===== src/rtl/serial_pkg.sv =====
// Shared types for the serial link blocks (transmit shift_register and this receiver).
package serial_pkg;

  localparam int DEFAULT_WIDTH = 8;

  typedef enum logic {
    IDLE  = 1'b0,
    SHIFT = 1'b1
  } rx_state_t;

endpackage


===== src/rtl/serial_deserializer_if.sv =====
// Serial line in, parallel word out. The word port is valid/ready: a word moves
// on a cycle where out_valid and out_ready are both 1; data_out holds still while out_valid=1 and out_ready=0.
interface serial_deserializer_if #(
    parameter int N = 8
);
    logic         serial_in;
    logic         bit_valid;
    logic         start;
    logic [N-1:0] data_out;
    logic         out_valid;
    logic         out_ready;
    logic         frame_error;
    logic         overrun;

    modport master (
        output serial_in, bit_valid, start, out_ready,
        input  data_out, out_valid, frame_error, overrun
    );

    modport slave (
        input  serial_in, bit_valid, start, out_ready,
        output data_out, out_valid, frame_error, overrun
    );
endinterface


===== src/rtl/serial_deserializer.sv =====
// MSB-first serial receiver: assembles N-bit words and offers them on a valid/ready port,
// flagging mid-word starts (frame_error) and words lost to a stalled consumer (overrun).
module serial_deserializer
    import serial_pkg::*;
#(
    parameter int N = DEFAULT_WIDTH
) (
    input  logic                clock,
    input  logic                reset_n,
    serial_deserializer_if.slave link,
    output rx_state_t           state_dbg
);

    localparam int             CW   = $clog2(N);
    localparam logic [CW-1:0]  LAST = CW'(N - 1);

    rx_state_t     state, state_nxt;
    logic [N-1:0]  shreg, shreg_nxt;
    logic [CW-1:0] bit_cnt, bit_cnt_nxt;
    logic [N-1:0]  shifted;
    logic          word_done;
    logic          resync;

    logic [N-1:0]  data_q;
    logic          valid_q;
    logic          frame_error_q;
    logic          overrun_q;

    assign shifted = {shreg[N-2:0], link.serial_in};

    always_comb begin
        state_nxt   = state;
        shreg_nxt   = shreg;
        bit_cnt_nxt = bit_cnt;
        word_done   = 1'b0;
        resync      = 1'b0;
        if (link.bit_valid) begin
            case (state)
                IDLE: begin
                    if (link.start) begin
                        shreg_nxt   = shifted;
                        bit_cnt_nxt = CW'(1);
                        state_nxt   = SHIFT;
                    end
                end
                SHIFT: begin
                    shreg_nxt = shifted;
                    if (link.start) begin
                        // Older bits shift out before this word completes, so no clear is needed.
                        resync      = 1'b1;
                        bit_cnt_nxt = CW'(1);
                    end else if (bit_cnt == LAST) begin
                        word_done   = 1'b1;
                        bit_cnt_nxt = '0;
                        state_nxt   = IDLE;
                    end else begin
                        bit_cnt_nxt = bit_cnt + CW'(1);
                    end
                end
                default: state_nxt = IDLE;
            endcase
        end
    end

    always_ff @(posedge clock or negedge reset_n) begin
        if (!reset_n) begin
            state         <= IDLE;
            shreg         <= '0;
            bit_cnt       <= '0;
            frame_error_q <= 1'b0;
        end else begin
            state         <= state_nxt;
            shreg         <= shreg_nxt;
            bit_cnt       <= bit_cnt_nxt;
            frame_error_q <= resync;
        end
    end

    // A completed word replaces the held one only if the held one is gone or leaving now.
    always_ff @(posedge clock or negedge reset_n) begin
        if (!reset_n) begin
            data_q    <= '0;
            valid_q   <= 1'b0;
            overrun_q <= 1'b0;
        end else begin
            overrun_q <= 1'b0;
            if (word_done) begin
                if (!valid_q || link.out_ready) begin
                    data_q  <= shifted;
                    valid_q <= 1'b1;
                end else begin
                    overrun_q <= 1'b1;
                end
            end else if (link.out_ready) begin
                valid_q <= 1'b0;
            end
        end
    end

    assign link.data_out    = data_q;
    assign link.out_valid   = valid_q;
    assign link.frame_error = frame_error_q;
    assign link.overrun     = overrun_q;
    assign state_dbg        = state;

endmodule


===== src/flat_wrapper.sv =====
// flat-port wrapper written by rule: the top's interface ports become plain ports
module serial_deserializer_flat import serial_pkg::*;
#(
    parameter int N = DEFAULT_WIDTH
)
  (clock, reset_n, state_dbg, link_serial_in, link_bit_valid, link_start, link_out_ready, link_data_out, link_out_valid, link_frame_error, link_overrun);
  serial_deserializer_if #(.N(N)) link_i ();
  input  logic clock;
  input  logic reset_n;
  output rx_state_t state_dbg;
  input wire logic [$bits(link_i.serial_in)-1:0] link_serial_in;
  input wire logic [$bits(link_i.bit_valid)-1:0] link_bit_valid;
  input wire logic [$bits(link_i.start)-1:0] link_start;
  input wire logic [$bits(link_i.out_ready)-1:0] link_out_ready;
  output wire logic [$bits(link_i.data_out)-1:0] link_data_out;
  output wire logic [$bits(link_i.out_valid)-1:0] link_out_valid;
  output wire logic [$bits(link_i.frame_error)-1:0] link_frame_error;
  output wire logic [$bits(link_i.overrun)-1:0] link_overrun;
  assign link_i.serial_in = link_serial_in;
  assign link_i.bit_valid = link_bit_valid;
  assign link_i.start = link_start;
  assign link_i.out_ready = link_out_ready;
  assign link_data_out = link_i.data_out;
  assign link_out_valid = link_i.out_valid;
  assign link_frame_error = link_i.frame_error;
  assign link_overrun = link_i.overrun;
  serial_deserializer #(.N(N)) u_core (.clock(clock), .reset_n(reset_n), .link(link_i), .state_dbg(state_dbg));
endmodule

===== config.mk =====
export PLATFORM = sky130hd
export DESIGN_NAME = serial_deserializer_flat
export DESIGN_NICKNAME = d
export VERILOG_FILES = /design/src/rtl/serial_pkg.sv /design/src/rtl/serial_deserializer_if.sv /design/src/rtl/serial_deserializer.sv /design/src/flat_wrapper.sv
export SDC_FILE = /design/constraint.sdc
export NUM_CORES = 1
export LEC_CHECK = 0
export BUFFER_PORTS_ARGS = -buffer_cell sky130_fd_sc_hd__buf_2
export CAP_MARGIN = 5
export CORE_UTILIZATION = 52
export DETAILED_ROUTE_END_ITERATION = 16
export GPL_ROUTABILITY_DRIVEN = 0
export GPL_TIMING_DRIVEN = 0
export PLACE_DENSITY = 0.86
export SYNTH_ARGS = -nofsm -noshare
export SYNTH_HDL_FRONTEND = slang
export SYNTH_SLANG_ARGS = --single-unit

===== constraint.sdc =====
create_clock -name clock -period 2.06 [get_ports clock]
set_input_delay 0.206 -clock clock [delete_from_list [all_inputs] [get_ports clock]]
set_output_delay 0.206 -clock clock [all_outputs]
set_load 0.01 [all_outputs]

==> summary.md <==
| Metric | Value |
|---|---|
| I/O pin cnt | 18 |
| Clk slew on worst S/H paths | around 120 ps |
| CTS tree | yes |
| CP Class | flop to flop |
| Crit path required time | roughly 2300 ps |
| Clock Skew | about 1.8 ps |
| Initial drt markers | 4 |
| Yosys cell types | 21 |
| Total setup buffers inserted after CTS | 0 |
| Yosys warns | 0 |
| CTS sink count | 22 |
| Asr flop ratio synth | 100% |
| Starting Density | a little under three fifths |
| Core area | between 1500 and 2000 um^2 |
| Layout cells sized above 1 | 48.2% |
| Critical Path End Type | flop |
| Post-synth EDFFs | 0 |
| Startpoint types | flop |
| Arrival time at the worst endpoint | between 1500 and 2000 ps |
| Vias in the first global route | 531 |
| Sequential area share after synthesis | around 58% |
| Fin crit share | 82.9% |
| Post-route ant nets | 0 |
| CTS Buf Count | 3 |
| Design Area, Final | 1100 um^2 |
| Syn avg cell area | 14.8 um^2 |
| FF+latch area | ~550 um^2 |
| Routed met3 length | approximately 45 um |
| Non-Filler Instances | 110 |
| Area of the multi-input gates | 357 um^2 |
| Leakage power | slightly below 0.6 nW |
| Pre-CTS WS | between 300 and 400 ps |
| Final Max Slew Viols | 0 |
| Placed cell count | 105 |
| Most common library cells after synthesis | dfrtp_1, mux2_4, mux2_2 |
| Peak supply drop | approximately 0.56 mV |
| Initial antenna violation count | 0 |
| Final Hold Fails | 0 |
| Hold Crit Class | input port to flop |
| Fill count | around 130 |
| Buffers on Ports | 16 |
| Max frequency | between 500 and 600 MHz |
| Final WL | 1450 um |
| Count leader, synth | dfrtp_1 |
| TritonRoute pass-1 iters | 3 |
| Final Net Count | 94 |
| Top cells by area, synth | dfrtp_1, mux2_4, mux2_2, ha_1, nand4b_4 |
| DIE AREA | about 2000 um^2 |
| Pwr dens | approximately 1000 nW/um^2 |
| Post-synth top flop | dfrtp_1 |
| DR vias | 556 |
| Synth area leader | dfrtp_1 |
| Syn_nets | 72 |
| Post-DP HPWL | 1040 um |
| Grt ovf | 0 |
| Drt via density | roughly 5.1 |
| # Max-Cap Violations | 0 |
| DRC viols | 0 |
| Placement Cell Area | about 1100 um^2 |
| Htree depth | 1 |
| Longest Clk Path Bufs | 2 |
| Largest net degree at the start of global routing | 23 |
| Antenna diodes | 0 |
| WL met2 | around 760 um |
| Setup violations, final | 0 |
| Relative slew slack | between 60 and 70% |
| RSZ-0062 raised after global routing | no |
| Min cycle time layout | roughly 1700 ps |
| DR WL/cell | approximately 13 um |
| Chip height | ~45 um |
| Global-route usage over all layers | 17.6% |
| Layout area overhead | 16.7% |
| CP max FO | 8 |
| Status | finished clean |
| Hold slack | between 100 and 150 ps |
| Post-Syn Instances | 64 |
| First-pass GRT wire length | around 2400 um |
| Fin worst setup slack | ~350 ps |
| Top sig layer | met4 |
| Worst skew pair latency | approximately 300 ps |
| CTS Hold Buffers Added | 1 |
| Synthesized flop and latch total | 22 |
| Post-route setup TNS | 0 ps |
| Post-synth top area share | between 50% and 60% |
| Chip width | approximately 45 um |
| Post-cts sizing count | 0 |
| Worst-margin pin slew | 468 ps |
| Clock root cell | clkbuf_4 |
| Row Count | 15 |
| Post-Syn Area | between 900 and 1000 um^2 |
| Met1 WL | between 600 and 700 um |
worst paths after layout:
path	from	to	slack [ps]	cells after the start
max in group asynchronous	reset_n	u_core.link.data_out[6]$_DFFE_PN0P_	1350	2
hold reg to reg	u_core.link.data_out[2]$_DFFE_PN0P_	u_core.link.data_out[2]$_DFFE_PN0P_	520	1
hold / removal	link_serial_in	u_core.link.data_out[0]$_DFFE_PN0P_	140	2
min in group asynchronous	reset_n	u_core.link.data_out[5]$_DFFE_PN0P_	390	2
setup / recovery	u_core.bit_cnt[0]$_DFFE_PN0P_	u_core.link.data_out[7]$_DFFE_PN0P_	350	6
setup reg to reg	u_core.bit_cnt[0]$_DFFE_PN0P_	u_core.link.data_out[7]$_DFFE_PN0P_	350	6
stage by stage:
stage	power, mW	util, %
after floorplan	0.788	-
after global placement	0.861	61.8
after detailed placement	0.887	61.8
after CTS	1.12	64.5
after global routing	1.17	64.5
final	1.11	64.5
cells by family after synthesis:
| kind of cell | share of synthesized area, % |
|---|---|
| DFF | 58.3 |
| muxes | 21.1 |
| and+or+nand+nor | 8.48 |
| AOI/OAI and AO/OA | 5.56 |
| buffers and inverters | 3.97 |
| adders and majority gates | 2.65 |
final cells by class:
cell class	count	share of cell area, %
Sequential cell	22	49.9
Clock buffer	4	3.29
Inverter	3	1.02
Multi-Input combinational cell	36	32.3
Timing Repair Buffer	17	8.17
Buffer	3	2.38
Tap cell	25	2.84
power breakdown:
part           internal, mW  total (mW)  leakage [nW]  switching, mW
clock                 0.108       0.233        0.0210          0.125
combinational         0.162       0.275         0.277          0.113
sequential            0.538       0.605         0.280         0.0668
total                 0.808        1.11         0.578          0.304
state kept, by name (all words and copies together), names as in the netlist:
name and flops:
u_core.bit_cnt 3, u_core.link.data_out 8, u_core.state_dbg 1, u_core.link.overrun 1
u_core.shreg 7, u_core.link.out_valid 1, u_core.link.frame_error 1
critical path: stages, from the launching register on:
cell and delay [ps]:
dfrtp_1 400, ha_1 180, ha_1 270, nand4b_4 140, nor2b_2 140, buf_6 160
mux2_4 310
layout by cell type (no fill, tap or decap), drive strengths merged:
cell and count:
nand2b 1, and3 1, nand2 5, o22ai 2
o21ai 2, nand4b 1, mux2 15, o21a 1
clkbuf 4, o32a 1, ha 2, a22o 1
dfrtp 22, nor2b 1, nand3 1, buf 19
nor3b 1, dlygate4sd3 1, nor2 1, inv 3
per-layer routing:
metal	track usage, %	vias to the layer above
met1	22.0	278
met5	0	-
met4	7.27	0
met3	3.67	2
li1	-	265
met2	29.7	11
Note: power is estimated with default switching activity, not from simulation.
